===== config.mk =====
export PLATFORM = sky130hd
export DESIGN_NAME = id_ex_stage
export DESIGN_NICKNAME = d
export VERILOG_FILES = /design/src/rtl/riscv_pipe_pkg.sv /design/src/rtl/id_ex_stage_hazard_detect.sv /design/src/rtl/id_ex_stage.sv
export SDC_FILE = /design/constraint.sdc
export NUM_CORES = 1
export LEC_CHECK = 0
export ABC_AREA = 0
export ABC_CLOCK_PERIOD_IN_PS = 5000
export CAP_MARGIN = 20
export CORE_AREA = 2 2 257 259
export DETAILED_ROUTE_END_ITERATION = 16
export DIE_AREA = 0 0 259 261
export GPL_ROUTABILITY_DRIVEN = 0
export GPL_TIMING_DRIVEN = 0
export PLACE_DENSITY_LB_ADDON = 0.12
export SLEW_MARGIN = 20
export SYNTH_ARGS = -nofsm -noshare
export SYNTH_HDL_FRONTEND = slang
export SYNTH_SLANG_ARGS = --single-unit

===== constraint.sdc =====
create_clock -name clk -period 5 [get_ports clk]
set_clock_uncertainty 0.15 [all_clocks]
set_input_delay 0.5 -clock clk [delete_from_list [all_inputs] [get_ports clk]]
set_output_delay 0.5 -clock clk [all_outputs]
set_load 0.02 [all_outputs]

===== src/rtl/riscv_pipe_pkg.sv =====
// Shared pipeline types for the decode/execute boundary: the control bundle
// carried from decode into execute, the hardwired-zero register index and
// the all-zero control word that marks a bubble.
package riscv_pipe_pkg;

  typedef struct packed {
    logic       regWrite;
    logic       memRead;
    logic       memWrite;
    logic       memToReg;
    logic       aluSrc;
    logic       branch;
    logic [1:0] aluOp;
  } ctrl_t;

  localparam logic [4:0] REG_ZERO = 5'd0;
  localparam ctrl_t      CTRL_NOP = 8'h00;

endpackage


===== src/rtl/id_ex_stage_hazard_detect.sv =====
// Load-use hazard compare: a load sitting in EX whose destination is read by
// the valid instruction in decode. x0 never creates a dependency.
module hazard_detect #(
  parameter int ADDRW = 5
) (
  input  logic             i_valid_d,
  input  logic             i_valid_e,
  input  logic             i_mem_read_e,
  input  logic [ADDRW-1:0] i_rd_e,
  input  logic [ADDRW-1:0] i_rs1_d,
  input  logic [ADDRW-1:0] i_rs2_d,
  input  logic             i_use_rs1_d,
  input  logic             i_use_rs2_d,
  output logic             o_hz
);
  import riscv_pipe_pkg::*;

  logic w_rd_nz;
  logic w_hit1;
  logic w_hit2;

  assign w_rd_nz = (i_rd_e != ADDRW'(REG_ZERO));
  assign w_hit1  = i_use_rs1_d & (i_rs1_d == i_rd_e);
  assign w_hit2  = i_use_rs2_d & (i_rs2_d == i_rd_e);
  assign o_hz    = i_valid_e & i_mem_read_e & w_rd_nz & (w_hit1 | w_hit2) & i_valid_d;

endmodule


===== src/rtl/id_ex_stage.sv =====
// Decode->execute pipeline register. Captures operands straight from the
// register-file read ports, stalls decode for one cycle on a load-use
// dependency (inserting a bubble), kills the decode slot on redirect and
// keeps a saturating stall-cycle counter.
// Optional build macro: WB_BYPASS_EN -- when defined, an operand whose
// source register is being written by WB in the same cycle is taken from
// wbDataWrite instead of the register-file read data.
module id_ex_stage
  import riscv_pipe_pkg::*;
#(
  parameter int WIDTH = 64,
  parameter int ADDRW = 5,
  parameter int PCW   = 64,
  parameter int CNTW  = 32
) (
  input  logic             clk,
  input  logic             rst_n,
  input  logic             validD,
  input  logic [PCW-1:0]   pcD,
  input  logic [ADDRW-1:0] rs1D,
  input  logic [ADDRW-1:0] rs2D,
  input  logic             useRs1D,
  input  logic             useRs2D,
  input  logic [ADDRW-1:0] rdD,
  input  logic [WIDTH-1:0] immD,
  input  ctrl_t            ctrlD,
  input  logic [WIDTH-1:0] readData1,
  input  logic [WIDTH-1:0] readData2,
  input  logic             wbRegWrite,
  input  logic [ADDRW-1:0] wbWriteReg,
  input  logic [WIDTH-1:0] wbDataWrite,
  input  logic             flush,
  output logic             stallFD,
  output logic             validE,
  output logic [PCW-1:0]   pcE,
  output logic [ADDRW-1:0] rs1E,
  output logic [ADDRW-1:0] rs2E,
  output logic [ADDRW-1:0] rdE,
  output logic [WIDTH-1:0] immE,
  output ctrl_t            ctrlE,
  output logic [WIDTH-1:0] opA_E,
  output logic [WIDTH-1:0] opB_E,
  output logic [CNTW-1:0]  stallCount
);

  logic             r_valid_e;
  logic [PCW-1:0]   r_pc_e;
  logic [ADDRW-1:0] r_rs1_e;
  logic [ADDRW-1:0] r_rs2_e;
  logic [ADDRW-1:0] r_rd_e;
  logic [WIDTH-1:0] r_imm_e;
  ctrl_t            r_ctrl_e;
  logic [WIDTH-1:0] r_opa_e;
  logic [WIDTH-1:0] r_opb_e;
  logic [CNTW-1:0]  r_stall_cnt;

  logic             w_hz;
  logic             w_byp1;
  logic             w_byp2;
  logic [WIDTH-1:0] w_opa;
  logic [WIDTH-1:0] w_opb;
  logic [ADDRW-1:0] w_zero;

  assign w_zero = ADDRW'(REG_ZERO);

  hazard_detect #(.ADDRW(ADDRW)) u_hazard_detect (
    .i_valid_d    (validD),
    .i_valid_e    (r_valid_e),
    .i_mem_read_e (r_ctrl_e.memRead),
    .i_rd_e       (r_rd_e),
    .i_rs1_d      (rs1D),
    .i_rs2_d      (rs2D),
    .i_use_rs1_d  (useRs1D),
    .i_use_rs2_d  (useRs2D),
    .o_hz         (w_hz)
  );

  // A redirect wins over a stall: the dependent instruction is being killed anyway.
  assign stallFD = w_hz & ~flush;

`ifdef WB_BYPASS_EN
  assign w_byp1 = wbRegWrite & (wbWriteReg == rs1D) & (rs1D != w_zero);
  assign w_byp2 = wbRegWrite & (wbWriteReg == rs2D) & (rs2D != w_zero);
`else
  assign w_byp1 = 1'b0;
  assign w_byp2 = 1'b0;
  logic w_unused_wb;
  assign w_unused_wb = ^{wbRegWrite, wbWriteReg, wbDataWrite};
`endif

  // Operand select: x0 reads as zero, else optional WB bypass, else regfile data.
  always_comb begin
    w_opa = readData1;
    w_opb = readData2;
    if (rs1D == w_zero) begin
      w_opa = {WIDTH{1'b0}};
    end else if (w_byp1) begin
      w_opa = wbDataWrite;
    end else begin
      w_opa = readData1;
    end
    if (rs2D == w_zero) begin
      w_opb = {WIDTH{1'b0}};
    end else if (w_byp2) begin
      w_opb = wbDataWrite;
    end else begin
      w_opb = readData2;
    end
  end

  // EX pipeline register: bubble on flush or load-use, otherwise capture decode.
  always_ff @(posedge clk or negedge rst_n) begin
    if (!rst_n) begin
      r_valid_e <= 1'b0;
      r_ctrl_e  <= CTRL_NOP;
      r_pc_e    <= {PCW{1'b0}};
      r_rs1_e   <= {ADDRW{1'b0}};
      r_rs2_e   <= {ADDRW{1'b0}};
      r_rd_e    <= {ADDRW{1'b0}};
      r_imm_e   <= {WIDTH{1'b0}};
      r_opa_e   <= {WIDTH{1'b0}};
      r_opb_e   <= {WIDTH{1'b0}};
    end else if (flush || w_hz) begin
      r_valid_e <= 1'b0;
      r_ctrl_e  <= CTRL_NOP;
    end else begin
      r_valid_e <= validD;
      r_ctrl_e  <= validD ? ctrlD : CTRL_NOP;
      r_pc_e    <= pcD;
      r_rs1_e   <= rs1D;
      r_rs2_e   <= rs2D;
      r_rd_e    <= rdD;
      r_imm_e   <= immD;
      r_opa_e   <= w_opa;
      r_opb_e   <= w_opb;
    end
  end

  // Saturating count of load-use stall cycles that were not overridden by a flush.
  always_ff @(posedge clk or negedge rst_n) begin
    if (!rst_n) begin
      r_stall_cnt <= {CNTW{1'b0}};
    end else if (stallFD && (r_stall_cnt != {CNTW{1'b1}})) begin
      r_stall_cnt <= r_stall_cnt + {{(CNTW-1){1'b0}}, 1'b1};
    end
  end

  assign validE     = r_valid_e;
  assign pcE        = r_pc_e;
  assign rs1E       = r_rs1_e;
  assign rs2E       = r_rs2_e;
  assign rdE        = r_rd_e;
  assign immE       = r_imm_e;
  assign ctrlE      = r_ctrl_e;
  assign opA_E      = r_opa_e;
  assign opB_E      = r_opb_e;
  assign stallCount = r_stall_cnt;

endmodule

Yosys cells after proc, flatten, opt, wreduce, memory -nomap -nowiden
Cells that the tools add are included.
Word-level totals
  register bits: 312
Operators by class
  add/subtract/negate cells: 1
  eq/ne operators: 3
  muxes and demuxes: 5
  bitwise logic cells: 9
  reduce and logical (&&, ||, !) cells: 5
Operators by type and width (number)
  64-bit two-way mux: 2
  32-bit by 1-bit adder with 32-bit output (second input constant): 1
  32-bit != test (second input constant): 1
  8-bit two-way mux: 2
  5-bit == test: 2
  5-bit logical NOT: 2
  1-bit AND: 7
  5-bit nonzero test: 1
  1-bit logical AND: 1
  1-bit logical OR: 1
  1-bit two-way mux: 1
  1-bit inverter: 1
  1-bit bitwise OR: 1

Logic depth before layout (Yosys ltp)
  word-level depth: 7
  mapped depth: 10

Hierarchy
Synthesis repeated with hierarchy kept, for this count alone.
Second synthesis, totals
  cells, all modules: 1070
  area total of the unflattened synthesis: 11797.6 um^2
Modules (own cells, without submodules)
  id_ex_stage: times used 1, cells an instance 1053, area an instance 11666.2 um^2, sequential area each 7807.5 um^2
  hazard_detect: times used 1, cells an instance 17, area an instance 131.4 um^2, sequential area each 0.0 um^2

Worst setup path before layout
No wires, ideal clock.
  path kind: register -> register
  from: register r_stall_cnt[0], in the netlist stallCount[0]
  to: register r_stall_cnt[1], in the netlist stallCount[1]
  library setup time: 125 ps
  arrival time: 2130 ps
  data required time: 4725 ps
  setup slack: 2595 ps
  stages on the path, launching flop included: 8
  buffers on the path: 1
  period minus slack after synthesis: 2405 ps
  cells stage by stage: dfrtp_1 > ha_1 > nand2_1 > nor4_4 > nand4_1 > nand4b_1 > buf_2 > mux2_2
On the way
  longest elaborated chain between the ends: 2
  elaborated cells between the ends (all ways): 3
  those cells by class: add/sub: 1; eq/ne: 1; reduce/logical: 1
Ends and longest elaborated chain
  from (decl): RTL line id_ex_stage.sv:55  | logic [CNTW-1:0] r_stall_cnt;
  from (signal assigned): RTL line id_ex_stage.sv:142  | r_stall_cnt <= {CNTW{1'b0}};
  from (signal assigned): RTL line id_ex_stage.sv:144  | r_stall_cnt <= r_stall_cnt + {{(CNTW-1){1'b0}}, 1'b1};
  parallel branches: the longest is 2 deep, another holds 32-bit by 1-bit adder with 32-bit output
Parallel ways; which one is timed is not known.
A chain may end at the register's enable or synchronous reset.

Worst setup path in the final report
  from: input port validD
  to: output port stallFD
On the way
  longest elaborated chain between the ends: 2
Ends and longest elaborated chain
  from (decl): RTL line id_ex_stage.sv:18  | input logic validD,
  1-bit AND: RTL line id_ex_stage_hazard_detect.sv:25  | assign o_hz = i_valid_e & i_mem_read_e & w_rd_nz & (w_hit1 | w_hit2) & i_valid_d;
  1-bit AND: RTL line id_ex_stage.sv:79  | assign stallFD = w_hz & ~flush;
  to (decl): RTL line id_ex_stage.sv:33  | output logic stallFD,
No other way between the ends.

==> results.yml <==
sta:
  tightest_slew_ps: 885
  hold_viol: 0
  min_period_ps: 3940
  slew_headroom_pct: 41.0
  fmax_mhz: 254
  grt_setup_unrepaired: "false"
  setup_violations: 0
  min_period_over_period_pct: 78.8
  setup_ws_ps: 1060
  final_max_slew_viol_count: 0
critical_path:
  slowest_stage: "clkdlybuf4s50_1"
  end_kind: "primary output"
  critPathMaxFanout: 10
  path_buf_inv: 3
  critPathArrivalTime_ps: 3290
  critPathLaunchType: "input port"
  max_stage_delay_ps: 820
  required_ps: 4350
  worstPathCellList: "clkdlybuf4s50_1 -> nand3_1 -> a21oi_1 -> and3b_1 -> clkbuf_1 -> clkdlybuf4s50_1"
  path_delay_family: "buffers and inverters"
  crit_type: "in -> out"
  critical_path.most_common_cell: "clkdlybuf4s50_1"
cells_and_area:
  post-route-util_pct: 32.3
  layout.nets: 2354
  area_growth_syn_to_layout_pct: 69.3
  layout-drive-gt1-share_pct: 5.78
floorplanning:
  initial_core_util_pct: 19.1
  io_pins: 668
  die_area_um2: 67600
  die_x_um: 259
  rows: 94
  core-area_um2: 65000
  die_h_um: 261
synthesis:
  yosysTopAreaCell: "dfrtp_1"
  synth_common_cells: "nand2_1 (707), dfrtp_1 (312), o21ai_0 (122)"
  synth_edf_count: 0
  synth_nets: 1709
  synth_cell_type_count: 33
  syn_area_um2: 12400
  synth.most_common_cell: "nand2_1"
  ys.flop_type: "dfrtp_1"
  ys_top_cells_by_area: "dfrtp_1 (63%), nand2_1 (21%), o21ai_0 (4.9%)"
  netlist_instances: 1353
  syn_avg_cell_area_um2: 9.17
  synth.yosys.warnings: 0
  ys_ff_latch: 312
  ys_async_sr_fraction_pct: 100
  synth_top_area_share_pct: 62.9
  seq_area_frac_synth_pct: 62.9
cts:
  cts_buffer_depth: 3
  cts_tree: "yes"
  clock_sinks: 312
  cts.reportedPaths.clkPinSlew_ps: 60
  cts_made_buffers: 42
  clk_latency_ps: 560
  cts_resized: 0
  clock-root-buffer: "clkbuf_16"
  cts_max_level: 2
drt:
  num_vias: 11400
  ant_nets: 0
  wire_per_inst_um: 18.2
  routed_via_density: 3.94
  drtIter0Drc: 474
  drtPass1Iterations: 4
  routed_wl_mm: 52.6
  drc: 0
power_and_ir_drop:
  p_per_area_nw_per_um2: 350
  power_leakage_nw: 9.75
  irDropWorstVdd_uv: 221
global_routing:
  antenna_found_initial: 6
  grt_use_total_pct: 15.2
  grt_max_degree: 84
  grt_pass1_vias: 11900
  grt_first_pass_wirelength_mm: 77.9
  overflow: 0
status:
  status: "complete, no violations"
min_path:
  hold_path_class: "in -> reg"
job:
  maxCapViolations: 0
place:
  place.port_buffers: 597
  detailed_place_hpwl_mm: 39.8
  dpl_worst_slack_ps: 677
-- area by class of cell --
| cell class | instances | area [µm²] |
|---|---|---|
| fill | 6737 | 44000 |
| sequential | 312 | 7810 |
| timing repair buffer | 601 | 6070 |
| multi-input combinational | 961 | 4220 |
| clock buffer | 55 | 1230 |
| tap | 864 | 1080 |
| buffer | 76 | 362 |
| clock inverter | 14 | 198 |
| inverter | 4 | 15.0 |
| antenna | 4 | 10.0 |
-- kinds of logic (layout without fill, tap and decap cells) --
kind of cell | count (synthesis) | in the layout | synth area share, %
other cells | 0 | 4 | 0
flops | 312 | 312 | 62.9
simple gates | 786 | 786 | 25.5
mux | 2 | 2 | 0.182
fa+ha+maj | 1 | 1 | 0.101
xor+xnor | 40 | 40 | 2.82
buf+inv | 80 | 750 | 3.04
compound gates | 132 | 132 | 5.44
-- worst reg2reg max path: stages, from the launching register on --
cell	delay, ps
dfrtp_1	480
xnor2_1	190
nand4_1	120
o22ai_2	160
a21oi_2	510
clkbuf_1	730
clkbuf_1	540
nand2_1	120
nand2_1	80
-- sequential cells by signal, summed over array words and instances, names as in the netlist --
signal	count
ctrlE	8
immE	64
opA_E	64
opB_E	64
pcE	64
rdE	5
rs1E	5
rs2E	5
stallCount	32
validE	1
-- placed cells by master, fill, tap and decap left out, drive strengths merged, types with 2 or more instances in the layout --
cell and n:
or4 2, nor3 12, o21ai 128, bufinv 5, xor2 25, clkbuf 96, dfrtp 312, a21oi 2
nand2 707, nand3 10, and4 2, and3 13, mux2 2, nor2 18, diode 4, clkdlybuf4s50 596
nand4 10, buf 39, and2 2, inv 4, xnor2 15, clkinv 8, nor4 7
-- timing repair --
item,4_1_cts,5_1_grt
setup buffers,0,0
endpoints found under the hold margin,74,0
hold buffers,1,0
-- through the flow --
step	std cells	total power, mW	area (µm²)	setup TNS, ps	hold slack, ps
4_1_cts	2887	7.50	21000	0	274
3_5_place_dp	2817	4.24	19500	0	311
2_1_floorplan	1353	3.37	12400	0	54.4
3_3_place_gp	2814	4.24	19500	-3723390	310
6_report	2891	7.34	21000	0	316
5_1_grt	2890	7.71	21000	0	297
-- report_power, final --
part           switching [mW]  internal (mW)  leakage (nW)
Clock                    1.19           1.97         0.711
Combinational           0.685          0.647          5.17
Sequential              0.115           2.73          3.87
Total                    1.99           5.35          9.75
-- layer usage --
layer	global-route usage, %	routed length, µm	vias up
met5	0	28	-
met4	4.61	1340	4
met3	5.27	3970	79
met2	26.2	26300	319
met1	17.8	21000	5448
li1	-	-	5553
-- worst paths after layout --
check,from,endpoint,slack [ps],cells after the start
worst max-delay path,validD,stallFD,1060,6
worst min-delay path,pcD[8],pcE[8]$_DFFE_PN0N_,320,3
worst max register to register,rdE[4]$_DFFE_PN0N_,rs2E[1]$_DFFE_PN0N_,1850,8
worst min register to register,immE[39]$_DFFE_PN0N_,immE[39]$_DFFE_PN0N_,320,2
max in group asynchronous,rst_n,opA_E[1]$_DFFE_PN0N_,3010,4
min in group asynchronous,rst_n,immE[0]$_DFFE_PN0N_,360,2
Note: power is estimated with default switching activity, not from simulation.
